File: src/rtl/instruction_fetch_unit_if.sv
// Bundle of the signals between the fetch unit, instruction memory,
// the execute-stage redirect source and the decode stage.
interface instruction_fetch_unit_if;
    logic        imem_req_valid;
    logic        imem_req_ready;
    logic [63:0] imem_req_addr;
    logic        imem_rsp_valid;
    logic [31:0] imem_rsp_data;
    logic        redirect_valid;
    logic [63:0] redirect_pc;
    logic        if_valid;
    logic        if_ready;
    logic [63:0] if_pc;
    logic [31:0] if_instruction;
    logic        drain_busy;

    // Fetch-unit side
    modport master (
        output imem_req_valid, imem_req_addr, if_valid, if_pc, if_instruction, drain_busy,
        input  imem_req_ready, imem_rsp_valid, imem_rsp_data, redirect_valid, redirect_pc, if_ready
    );

    // Environment side: memory, execute and decode
    modport slave (
        input  imem_req_valid, imem_req_addr, if_valid, if_pc, if_instruction, drain_busy,
        output imem_req_ready, imem_rsp_valid, imem_rsp_data, redirect_valid, redirect_pc, if_ready
    );
endinterface

File: src/rtl/instruction_fetch_unit.sv
// Instruction fetch unit: owns the PC, issues in-order word fetches under a
// credit limit, buffers returned instructions with their PC in a prefetch
// FIFO and drains stale in-flight responses after a taken-branch redirect.
module instruction_fetch_unit #(
    parameter logic [63:0] RESET_PC   = 64'd0,
    parameter int          FIFO_DEPTH = 4
) (
    input  logic                    clk,
    input  logic                    reset,
    instruction_fetch_unit_if.master bus
);
    localparam int                PTR_W   = (FIFO_DEPTH > 1) ? $clog2(FIFO_DEPTH) : 1;
    localparam int                CNT_W   = PTR_W + 1;
    localparam logic [CNT_W-1:0]  DEPTH_C = CNT_W'(FIFO_DEPTH);
    localparam logic [CNT_W-1:0]  CNT_ONE = CNT_W'(1);
    localparam logic [CNT_W-1:0]  CNT_ZERO = {CNT_W{1'b0}};
    localparam logic [PTR_W-1:0]  PTR_ONE = PTR_W'(1);
    localparam logic [PTR_W-1:0]  PTR_ZERO = {PTR_W{1'b0}};

    typedef enum logic [0:0] {
        ST_FETCH = 1'b0,
        ST_DRAIN = 1'b1
    } state_t;

    state_t            r_state;
    logic              r_drain_busy;
    logic [63:0]       r_fetch_pc;
    logic [CNT_W-1:0]  r_drop_count;

    // Prefetch FIFO: instruction plus the PC it was fetched from
    logic [63:0]       r_pc_mem  [FIFO_DEPTH];
    logic [31:0]       r_ins_mem [FIFO_DEPTH];
    logic [PTR_W-1:0]  r_head;
    logic [PTR_W-1:0]  r_tail;
    logic [CNT_W-1:0]  r_count;

    // Tag FIFO of issued addresses; its occupancy is the outstanding count
    logic [63:0]       r_tag_mem [FIFO_DEPTH];
    logic [PTR_W-1:0]  r_tag_head;
    logic [PTR_W-1:0]  r_tag_tail;
    logic [CNT_W-1:0]  r_tag_count;

    logic              w_fetch_state;
    logic [CNT_W:0]    w_credit_sum;
    logic              w_credit_ok;
    logic              w_req_valid;
    logic              w_req_fire;
    logic              w_push;
    logic              w_pop;
    logic [CNT_W-1:0]  w_drop_base;
    logic [CNT_W-1:0]  w_drop_next;
    logic [CNT_W-1:0]  w_count_next;
    logic [CNT_W-1:0]  w_tag_count_next;

    // Request credit, handshakes and next-count arithmetic
    always_comb begin
        w_fetch_state    = (r_state == ST_FETCH);
        w_credit_sum     = {1'b0, r_count} + {1'b0, r_tag_count};
        w_credit_ok      = (w_credit_sum < {1'b0, DEPTH_C});
        w_req_valid      = !reset && w_fetch_state && !bus.redirect_valid && w_credit_ok;
        w_req_fire       = w_req_valid && bus.imem_req_ready;
        // A response in the redirect cycle is stale, so it never enters the FIFO
        w_push           = w_fetch_state && !bus.redirect_valid && bus.imem_rsp_valid;
        w_pop            = (r_count != CNT_ZERO) && bus.if_ready;
        // Stale responses after a redirect: everything in flight plus whatever
        // an ongoing drain still expects, minus a response landing right now
        w_drop_base      = r_tag_count + (w_fetch_state ? CNT_ZERO : r_drop_count);
        w_drop_next      = w_drop_base - CNT_W'(bus.imem_rsp_valid);
        w_count_next     = r_count + CNT_W'(w_push) - CNT_W'(w_pop);
        w_tag_count_next = r_tag_count + CNT_W'(w_req_fire) - CNT_W'(w_push);
    end

    // FSM, fetch PC, FIFO pointers and stale-response bookkeeping
    always_ff @(posedge clk) begin
        if (reset) begin
            r_state      <= ST_FETCH;
            r_drain_busy <= 1'b0;
            r_fetch_pc   <= RESET_PC;
            r_drop_count <= CNT_ZERO;
            r_head       <= PTR_ZERO;
            r_tail       <= PTR_ZERO;
            r_count      <= CNT_ZERO;
            r_tag_head   <= PTR_ZERO;
            r_tag_tail   <= PTR_ZERO;
            r_tag_count  <= CNT_ZERO;
        end else if (bus.redirect_valid) begin
            // Any decode handshake this cycle has already completed; flush the rest
            r_fetch_pc   <= bus.redirect_pc & ~64'd3;
            r_head       <= PTR_ZERO;
            r_tail       <= PTR_ZERO;
            r_count      <= CNT_ZERO;
            r_tag_head   <= PTR_ZERO;
            r_tag_tail   <= PTR_ZERO;
            r_tag_count  <= CNT_ZERO;
            r_drop_count <= w_drop_next;
            if (w_drop_next != CNT_ZERO) begin
                r_state      <= ST_DRAIN;
                r_drain_busy <= 1'b1;
            end else begin
                r_state      <= ST_FETCH;
                r_drain_busy <= 1'b0;
            end
        end else begin
            if (w_req_fire) begin
                r_fetch_pc <= r_fetch_pc + 64'd4;
                r_tag_tail <= r_tag_tail + PTR_ONE;
            end
            if (w_push) begin
                r_tail     <= r_tail + PTR_ONE;
                r_tag_head <= r_tag_head + PTR_ONE;
            end
            if (w_pop) begin
                r_head <= r_head + PTR_ONE;
            end
            r_count     <= w_count_next;
            r_tag_count <= w_tag_count_next;
            case (r_state)
                ST_FETCH: begin
                    r_drain_busy <= 1'b0;
                end
                ST_DRAIN: begin
                    if (bus.imem_rsp_valid) begin
                        r_drop_count <= r_drop_count - CNT_ONE;
                        if (r_drop_count == CNT_ONE) begin
                            r_state      <= ST_FETCH;
                            r_drain_busy <= 1'b0;
                        end
                    end
                end
                default: begin
                    r_state      <= ST_FETCH;
                    r_drain_busy <= 1'b0;
                end
            endcase
        end
    end

    // FIFO and tag storage; cleared on reset so the presented PC/instruction read zero
    always_ff @(posedge clk) begin
        if (reset) begin
            for (int i = 0; i < FIFO_DEPTH; i++) begin
                r_pc_mem[i]  <= 64'd0;
                r_ins_mem[i] <= 32'd0;
                r_tag_mem[i] <= 64'd0;
            end
        end else begin
            if (w_req_fire) begin
                r_tag_mem[r_tag_tail] <= r_fetch_pc;
            end
            if (w_push) begin
                r_pc_mem[r_tail]  <= r_tag_mem[r_tag_head];
                r_ins_mem[r_tail] <= bus.imem_rsp_data;
            end
        end
    end

    assign bus.imem_req_valid = w_req_valid;
    assign bus.imem_req_addr  = r_fetch_pc;
    assign bus.if_valid       = (r_count != CNT_ZERO);
    assign bus.if_pc          = r_pc_mem[r_head];
    assign bus.if_instruction = r_ins_mem[r_head];
    assign bus.drain_busy     = r_drain_busy;

    // FIFO invariants guaranteed by the credit rule and the in-order memory
    a_no_push_full: assert property (@(posedge clk) disable iff (reset)
        !(w_push && (r_count == DEPTH_C)));
    a_no_pop_empty: assert property (@(posedge clk) disable iff (reset)
        !(w_pop && (r_count == CNT_ZERO)));
    a_rsp_has_tag: assert property (@(posedge clk) disable iff (reset)
        !(w_push && (r_tag_count == CNT_ZERO)));
endmodule

File: src/flat_wrapper.sv
// flat-port wrapper written by rule: the top's interface ports become plain ports
module instruction_fetch_unit_flat 
#(
    parameter logic [63:0] RESET_PC   = 64'd0,
    parameter int          FIFO_DEPTH = 4
)
  (clk, reset, bus_imem_req_valid, bus_imem_req_addr, bus_if_valid, bus_if_pc, bus_if_instruction, bus_drain_busy, bus_imem_req_ready, bus_imem_rsp_valid, bus_imem_rsp_data, bus_redirect_valid, bus_redirect_pc, bus_if_ready);
  instruction_fetch_unit_if bus_i ();
  input  logic clk;
  input  logic reset;
  output wire logic [$bits(bus_i.imem_req_valid)-1:0] bus_imem_req_valid;
  output wire logic [$bits(bus_i.imem_req_addr)-1:0] bus_imem_req_addr;
  output wire logic [$bits(bus_i.if_valid)-1:0] bus_if_valid;
  output wire logic [$bits(bus_i.if_pc)-1:0] bus_if_pc;
  output wire logic [$bits(bus_i.if_instruction)-1:0] bus_if_instruction;
  output wire logic [$bits(bus_i.drain_busy)-1:0] bus_drain_busy;
  input wire logic [$bits(bus_i.imem_req_ready)-1:0] bus_imem_req_ready;
  input wire logic [$bits(bus_i.imem_rsp_valid)-1:0] bus_imem_rsp_valid;
  input wire logic [$bits(bus_i.imem_rsp_data)-1:0] bus_imem_rsp_data;
  input wire logic [$bits(bus_i.redirect_valid)-1:0] bus_redirect_valid;
  input wire logic [$bits(bus_i.redirect_pc)-1:0] bus_redirect_pc;
  input wire logic [$bits(bus_i.if_ready)-1:0] bus_if_ready;
  assign bus_imem_req_valid = bus_i.imem_req_valid;
  assign bus_imem_req_addr = bus_i.imem_req_addr;
  assign bus_if_valid = bus_i.if_valid;
  assign bus_if_pc = bus_i.if_pc;
  assign bus_if_instruction = bus_i.if_instruction;
  assign bus_drain_busy = bus_i.drain_busy;
  assign bus_i.imem_req_ready = bus_imem_req_ready;
  assign bus_i.imem_rsp_valid = bus_imem_rsp_valid;
  assign bus_i.imem_rsp_data = bus_imem_rsp_data;
  assign bus_i.redirect_valid = bus_redirect_valid;
  assign bus_i.redirect_pc = bus_redirect_pc;
  assign bus_i.if_ready = bus_if_ready;
  instruction_fetch_unit #(.RESET_PC(RESET_PC), .FIFO_DEPTH(FIFO_DEPTH)) u_core (.clk(clk), .reset(reset), .bus(bus_i));
endmodule
File: config.mk
export PLATFORM = sky130hd
export DESIGN_NAME = instruction_fetch_unit_flat
export DESIGN_NICKNAME = d
export VERILOG_FILES = /design/src/rtl/instruction_fetch_unit_if.sv /design/src/rtl/instruction_fetch_unit.sv /design/src/flat_wrapper.sv
export SDC_FILE = /design/constraint.sdc
export NUM_CORES = 1
export LEC_CHECK = 0
export BUFFER_PORTS_ARGS = -buffer_cell sky130_fd_sc_hd__buf_2
export CORE_AREA = 2 2 268 270
export DETAILED_ROUTE_END_ITERATION = 8
export DIE_AREA = 0 0 270 272
export SYNTH_ARGS = -nofsm -noshare
export SYNTH_HDL_FRONTEND = slang
export SYNTH_SLANG_ARGS = --single-unit
File: constraint.sdc
create_clock -name clk -period 10.2 [get_ports clk]
set_clock_uncertainty 0.15 [all_clocks]
set_input_delay 0 -clock clk [delete_from_list [all_inputs] [get_ports clk]]
set_output_delay 0 -clock clk [all_outputs]
set_load 0.01 [all_outputs]
==> results.toml, run 1 <==
[outcome]
status = "finished clean"

[placed_design]
place_area_um2 = 33610
io_buffers = 258
dp.cells = 3399
hpwl_um = 49780
gp_congestion = 0.8327

[floorplanning]
core_um2 = 70750
initial_utilization = 0.4440
die_y_um = 272
dieArea_um2 = 73440
io_pins = 265
chipWidth_um = 270
rows = 98

[detailed_routing]
ant_nets = 0
drtPass1Iterations = 5
via_per_inst = 5.667
wire_per_inst_um = 23.68
dr_total_vias = 20938
wl_um = 87500
first_iter_violations = 2111
drc = 0

[synth]
yosysWarnings = 0
muxShareOfSynthArea = 0.1145
synthSimpleGateAreaFrac = 0.1502
synth_edf_count = 624
synth_cell_type_count = 68
synth_commonest_cells = "edfxtp_1 (624), nor2_1 (366), nand2_1 (187)"
synthXorXnorAreaFrac = 0.008923
ys_seq_area_frac = 0.6507
syn_avg_cell_area_um2 = 13.56
ys_top_cells_by_area = "edfxtp_1 (60%), mux4_2 (11%), dfxtp_1 (5.4%)"
synth_fa_ha_area_frac = 0.006692
ys_async_sr_fraction = 0
ys.flop_type = "edfxtp_1"
synth_area_um2 = 31410
ys_seq_elements = 709
yosysMostFrequentCell = "edfxtp_1"
syn_inst = 2316
synth_top_area_cell = "edfxtp_1"
synth_compound_area_frac = 0.03063
synth_top_family_by_area = "simple AND/OR/NAND/NOR gates"
yosys.area.top_type_share = 0.5965

[clocking]
cts_hold_buffers = 157
cts_resized = 0
cts_buffers = 78
path_clk_slew_ps = 60
cts-htree-levels = 3
cts.sinks = 709
cts_tree = "yes"
clock_latency_ps = 630
cts_root_buf = "clkbuf_16"
clock_path_buffers = 3
postCtsSetupBuffers = 0

[worst_hold_path]
hp-class = "in -> reg"
min_to = "u_core.bus.imem_req_addr[32]"
hp-start = "bus_redirect_pc[32]"
worstHoldPathCells = 4

[grt]
grtUsageTotal = 0.2378
grt_pass1_wl_um = 131700
grt_overflow_total = 0
antenna_found_initial = 1
grt_max_degree = 95
grt_pass1_vias = 21758

[worst_setup_path]
worstSetupStartpointType = "flip-flop"
worstPathArrival_ps = 5240
crit_fanout = 72
crit_path_end_kind = "flip-flop"
required_ps = 10610
r2r_start = "u_core.r_tag_count[2]"
critPathKind = "reg -> reg"
r2r_end = "u_core.bus.imem_req_addr[21]"
rrSetupSlack_ps = 5370
reg2regPathDepth = 10

[timing]
tightest_slew_ps = 1196
slew_viol_final = 0
fmax_ghz = 0.2072
finalSetupViolCount = 0
setup_tns_ps = 0
hold_viol = 0
rsz0062_at_grt = "no"
final.min_clock_period_ps = 4826
fin_hold_ws_ps = 44.63
finalCritPeriodShare = 0.4732
relSlewSlack = 0.1998

[power_and_ir_drop]
p_leak_uw = 0.01467
p_per_area_nw_per_um2 = 176.2
irDropWorstVdd_uv = 130.8

[finish]
drive_gt1_frac = 0.2175
num_antenna_cells = 0
layout.cells.non_filler = 3695
nets = 2803
final_area_um2 = 37660
syn_to_final_growth_pct = 19.90

[job]
maxCapViolCount = 0
-- metrics by stage --
step / power [uW] / setup WS (ps) / util
floorplan: 3676 / 2104 / -
global placement: 3871 / 6069 / 0.4751
detailed placement: 3886 / 6069 / 0.4751
CTS: 6669 / 5506 / 0.5323
global route: 6831 / 5152 / 0.5323
finish: 6635 / 5374 / 0.5323
-- placed cells by master (no fill, tap or decap), types with 10 or more instances in the layout --
master         instances
nand3_1               44
ha_1                  12
and2_1               145
nand4_1               36
clkinv_2              10
a31oi_1               27
o21ai_0               19
buf_2                258
clkbuf_1              22
nor2_1               365
and3_1                77
or4_1                 19
xor2_1                15
nor3_1                11
mux4_2               156
xnor2_1               17
buf_4                 30
dlygate4sd3_1        157
a21oi_1               15
a211oi_1              11
inv_1                146
clkbuf_16             82
nand2_1              184
dfxtp_1               81
nor4_1                15
or3_1                 10
edfxtp_1             624
-- flip-flops by register name, summed over array words and instances, names as in the netlist, named ones only --
register and count:
u_core.r_tag_head 2, u_core.r_pc_mem 248, u_core.bus.imem_req_addr 62, u_core.r_state 1, u_core.bus.drain_busy 1, u_core.r_tag_tail 2, u_core.r_ins_mem 128, u_core.r_count 3
u_core.r_tag_mem 248, u_core.r_drop_count 3, u_core.r_tag_count 3, u_core.r_tail 2, u_core.r_head 2
-- worst max-delay path by stage --
| stage | slack (ps) | startpoint | to |
|---|---|---|---|
| global route | 5150 | u_core.r_tag_count[2] | u_core.bus.imem_req_addr[21] |
| detailed placement | 6070 | u_core.r_tag_count[2] | u_core.bus.imem_req_addr[23] |
| global placement | 6070 | u_core.r_tag_count[2] | u_core.bus.imem_req_addr[23] |
| finish | 5370 | u_core.r_tag_count[2] | u_core.bus.imem_req_addr[21] |
| floorplan | 2100 | u_core.r_state | u_core.r_ins_mem[1][0] |
| CTS | 5510 | u_core.r_tag_count[2] | u_core.bus.imem_req_addr[21] |
-- metal layers --
layer / track usage / share of wire
met5: 0 / 0
met2: 0.4068 / 0.50
met4: 0.08567 / 0.029
met3: 0.03650 / 0.075
met1: 0.3090 / 0.40
-- critical path: stages (launching register included) --
cell and delay (ps):
dfxtp_1 340, ha_1 340, nor4_1 390, nand3_2 110, buf_4 340, inv_2 280
buf_4 800, nand4_1 620, or4_1 600, a31oi_1 180, dlygate4sd3_1 570
-- final cells by class --
type / count / area [um2]
well taps: 950 / 1189
inverters: 149 / 559.3
fillers: 5942 / 33090
repair buffers: 445 / 3088
multi-input cells: 1303 / 9897
clock buffers: 110 / 2217
flip-flops and latches: 709 / 20450
clock inverters: 29 / 259.0
-- logic make-up after synthesis --
group | count (synthesis)
adders and majority gates | 15
buffers and inverters | 307
muxes | 164
other | 1
and+or+nand+nor | 952
xor gates and xnor gates | 32
DFF | 709
AOI/OAI and AO/OA | 136
-- report_power, final --
part	switching, uW	total (uW)	internal, uW
logic	297	504	207
clock network	1140	2760	1620
registers	83.6	3370	3290
Note: power is estimated with default switching activity, not from simulation.
==> run 2: changes to the inputs <==
Clock period 10.2 ns to 3.87 ns, I/O delays scaled along.
==> results.toml, run 2 (synthesis gave the netlist of run 1 again) <==
[power_and_ir_drop]
power_frac_comb = 0.075
p_sw_uw = 4017
clock_power_share = 0.426
irDropWorstVdd_uv = 278.8
seq_power_share = 0.499
p_per_area_nw_per_um2 = 468.4
p_int_uw = 13750
switching_share = 0.2260
p_leak_uw = 0.01481

[timing]
slew_viol_final = 0
relSlewSlack = 0.2363
finalCritPeriodShare = 0.9376
tightest_slew_ps = 1145
hold_viol = 0
final.min_clock_period_ps = 3628
layout_setup_ws_ps = 241.5
finalSetupViolCount = 0
rsz0062_at_grt = "no"
fmax_ghz = 0.2756

[finish]
final_common_cell = "edfxtp_1"
final_area_um2 = 37940
drive_gt1_frac = 0.2261
syn_to_final_growth_pct = 20.79
biggestRegsByFlops = "u_core.r_pc_mem (248), u_core.r_tag_mem (248), u_core.r_ins_mem (128)"
fill_cells = 5845
utilization = 0.5363
layout.cells.non_filler = 3705
final_cell_mix = "edfxtp_1 (624), nor2_1 (366), buf_2 (258)"
nets = 2809
num_antenna_cells = 0

[worst_setup_path]
path_cells = "ha_1 -> a311oi_4 -> and3b_1 -> buf_4 -> nor2_1 -> a31oi_1 -> dlygate4sd3_1 -> nand3_1 -> dlygate4sd3_1"
critPathKind = "reg -> reg"
cp_common_cell = "dlygate4sd3_1"
reg2regPathDepth = 9
cp_slowest_cell = "nor2_1"
r2r_start = "u_core.r_count[1]"
crit_path_end_kind = "flip-flop"
rrSetupSlack_ps = 240
worstSetupStartpointType = "flip-flop"
crit_fanout = 23
worst_path_largest_cell_delay_ps = 760
r2r_end = "u_core.bus.imem_req_addr[53]"
critPathLaunch = "u_core.r_count[1]"
required_ps = 4280
worstPathArrival_ps = 4040

[placed_design]
place_area_um2 = 33890
pre_cts_slack_ps = 931.1
io_buffers = 258
dp.cells = 3419
gp_congestion = 0.8423
hpwl_um = 50920

[detailed_routing]
drtPass1Iterations = 5
drc = 0
highest-signal-layer = "met4"
wl_met3_um = 7161
dr_total_vias = 20572
wl_um = 85120
via_per_inst = 5.552
wl_met2_um = 41550
wire_per_inst_um = 22.97
wirelength_met1_um = 34290
ant_nets = 0
first_iter_violations = 1930

[worst_hold_path]
hp-class = "in -> reg"
min_to = "u_core.bus.imem_req_addr[16]"
worstHoldPathCells = 4
hp-start = "bus_redirect_pc[16]"

[floorplanning]
core_um2 = 70750
initial_utilization = 0.4440
chipWidth_um = 270
rows = 98
die_y_um = 272
dieArea_um2 = 73440
io_pins = 265

[clocking]
cts-htree-levels = 3
cts_tree = "yes"
cts_root_buf = "clkbuf_16"
postCtsSetupBuffers = 0
cts_buffers = 76
path_clk_slew_ps = 60
cts.sinks = 709
clock_path_buffers = 3
clock_latency_ps = 620

[grt]
grt_pass1_wl_um = 127600
grt_max_degree = 95
grtUsageTotal = 0.2308
antenna_found_initial = 0
grt_overflow_total = 0
grt_pass1_vias = 20777

[outcome]
status = "finished clean"

[job]
maxCapViolCount = 0
run 2: cell count changes in the layout (fill, tap and decap cells not counted), moves of 4 or more:
cell           previous run  this run
bufinv_16                 4         9
dlygate4sd3_1           157       145
buf_4                    30        38
clkbuf_1                 22        18
buf_12                    0        12
run 2: worst max-delay path by stage:
stage | to | slack (ps) | depth (start not counted)
floorplan | u_core.r_tag_mem[0][10] | -1210 | 6
global placement | u_core.bus.imem_req_addr[50] | 950 | 8
detailed placement | u_core.bus.imem_req_addr[50] | 930 | 8
CTS | u_core.bus.imem_req_addr[53] | 340 | 9
global route | u_core.bus.imem_req_addr[53] | 70 | 9
finish | u_core.bus.imem_req_addr[53] | 240 | 9
run 2: per-stage QoR:
| step | hold WS (ps) | TNS, ps | power (uW) |
|---|---|---|---|
| 6_report | 28.85 | 0 | 17770 |
| 5_1_grt | 51.68 | 0 | 18310 |
| 4_1_cts | 0.5423 | 0 | 17870 |
| 3_5_place_dp | 61.07 | 0 | 10250 |
| 3_3_place_gp | 68.62 | 0 | 10220 |
| 2_1_floorplan | -41.38 | -225210 | 9672 |
run 2: area by class of cell:
cell class | count | area [um2] | area share
inverter | 149 | 559.3 | 0.01474
clock buffer | 105 | 2166 | 0.05708
sequential | 709 | 20450 | 0.5390
timing repair buffer | 453 | 3268 | 0.08614
clock inverter | 36 | 439.2 | 0.01157
multi-input combinational | 1303 | 9868 | 0.2601
tap | 950 | 1189 | 0.03133
run 2: what timing repair did:
action	in CTS	in global routing
endpoints found under the hold margin	214	0
resized for setup	0	0
hold buffers	145	0
run 2: per-layer routing:
layer | GRT usage | vias to the layer above
met5 | 0 | -
met3 | 0.04814 | 104
met1 | 0.3074 | 10307
met2 | 0.3803 | 899
li1 | - | 9262
met4 | 0.07573 | 0
run 2: power by group through the flow:
stage	clock, uW	sequential [uW]	combinational (uW)
global placement	0	9000	1220
finish	7570	8870	1340
global route	7970	8900	1440
floorplan	0	8970	703
CTS	7660	8870	1350
detailed placement	0	9030	1230
run 2: worst max-delay path: cells and delay by family, from the launching register on:
kind,cells,cell delay (ps)
AOI/OAI and AO/OA,2,290
DFF,1,340
adders and majority gates,1,340
and+or+nand+nor,3,1060
buffers and inverters,3,1370
==> run 3: changes to the inputs <==
Clock period 3.87 ns to 3.67 ns, I/O delays scaled along.
==> results.toml, run 3 (synthesis gave the netlist of run 1 again) <==
[placed_design]
io_buffers = 258
place_area_um2 = 34030
hpwl_um = 52130
gp_congestion = 0.8641
dp.cells = 3432

[detailed_routing]
dr_total_vias = 20652
ant_nets = 0
wire_per_inst_um = 23.42
via_per_inst = 5.603
wl_um = 86320
drtPass1Iterations = 7
first_iter_violations = 1950
drc = 0

[floorplanning]
dieArea_um2 = 73440
chipWidth_um = 270
io_pins = 265
core_um2 = 70750
rows = 98
die_y_um = 272
initial_utilization = 0.4440

[grt]
grt_pass1_vias = 21221
antenna_found_initial = 0
grt_pass1_wl_um = 130200
grtUsageTotal = 0.2347
grt_max_degree = 95
grt_overflow_total = 0

[finish]
final_area_um2 = 37620
nets = 2796
utilization = 0.5317
syn_to_final_growth_pct = 19.76
final_cell_mix = "edfxtp_1 (624), nor2_1 (363), buf_2 (258)"
biggestRegsByFlops = "u_core.r_pc_mem (248), u_core.r_tag_mem (248), u_core.r_ins_mem (128)"
layout.cells.non_filler = 3686
drive_gt1_frac = 0.2266
final_common_cell = "edfxtp_1"
num_antenna_cells = 0

[timing]
fmax_ghz = 0.2846
rsz0062_at_grt = "no"
finalSetupViolCount = 0
finalCritPeriodShare = 0.9573
fin_hold_ws_ps = 30.21
final.min_clock_period_ps = 3513
slew_viol_final = 0
relSlewSlack = 0.3553
tightest_slew_ps = 959.7
hold_viol = 0

[clocking]
clock_path_buffers = 3
path_clk_slew_ps = 60
cts_tree = "yes"
clock_latency_ps = 610
cts.sinks = 709
cts_root_buf = "clkbuf_16"
cts-htree-levels = 3
cts_buffers = 75

[job]
maxCapViolCount = 0

[worst_setup_path]
crit_fanout = 8
critPathKind = "reg -> reg"
crit_path_end_kind = "flip-flop"
required_ps = 4060
worstSetupStartpointType = "flip-flop"
worstPathArrival_ps = 3900

[worst_hold_path]
hp-class = "in -> reg"

[power_and_ir_drop]
p_per_area_nw_per_um2 = 484.7
p_leak_uw = 0.01466
irDropWorstVdd_uv = 276.6
p_total_uw = 18230

[outcome]
status = "finished clean"
-- run 3: changes by cell type in the layout (fill, tap and decap cells not counted), moves of 4 or more --
cell / previous run / this run
clkbuf_8: 7 / 3
buf_4: 38 / 48
clkinv_2: 12 / 7
dlygate4sd3_1: 145 / 120
clkinv_1: 7 / 17
-- run 3: worst max-delay path: stages, from the launching register on --
cell           delay, ps
dfxtp_1              650
nand4_2              330
nor4_2               750
nand4_1              340
or3_1                400
a311oi_1             250
dlygate4sd3_1        580
-- run 3: stage by stage --
step / worst slack, ps / setup TNS [ps]
finish: 156.7 / 0
detailed placement: 611.9 / 0
global route: 49.49 / 0
CTS: 134.6 / 0
floorplan: -265.2 / -49330
global placement: 602.6 / 0
-- run 3: path summary, 6_finish.rpt --
kind | from | endpoint | slack (ps) | cells after the start
setup / recovery | u_core.bus.imem_req_addr[30] | u_core.bus.imem_req_addr[44] | 160 | 6
hold / removal | bus_imem_req_ready | u_core.bus.imem_req_addr[15] | 30 | 6
setup reg to reg | u_core.bus.imem_req_addr[30] | u_core.bus.imem_req_addr[44] | 160 | 6
hold reg to reg | u_core.bus.drain_busy | u_core.bus.drain_busy | 330 | 2
-- run 3: final cells by class --
| cell class | count | area [um2] |
|---|---|---|
| clock buffers | 103 | 2097 |
| multi-input cells | 1303 | 9882 |
| fillers | 5933 | 33130 |
| clock inverters | 31 | 287.8 |
| inverters | 149 | 559.3 |
| well taps | 950 | 1189 |
| flip-flops and latches | 709 | 20450 |
| repair buffers | 441 | 3153 |
-- run 3: per-layer routing --
layer	vias to the layer above	routed length, um	track usage
met5	-	0	0
met4	0	2375	0.07734
met3	148	5790	0.03632
met2	812	41620	0.3888
met1	10470	36530	0.3191
li1	9222	-	-
-- run 3: report_power, final --
part / total [uW] / internal, uW / switching [uW]
clock: 7460 / 4400 / 3060
sequential: 9340 / 9130 / 209
combinational: 1430 / 588 / 844
total: 18200 / 14100 / 4110
-- run 3: repair_timing --
item | 4_1_cts | 5_1_grt
hold buffers | 120 | 0
buffers inserted | 0 | 0
endpoints found under the hold margin | 200 | 0
resized for setup | 0 | 2
endpoints found under the setup margin | 0 | 1
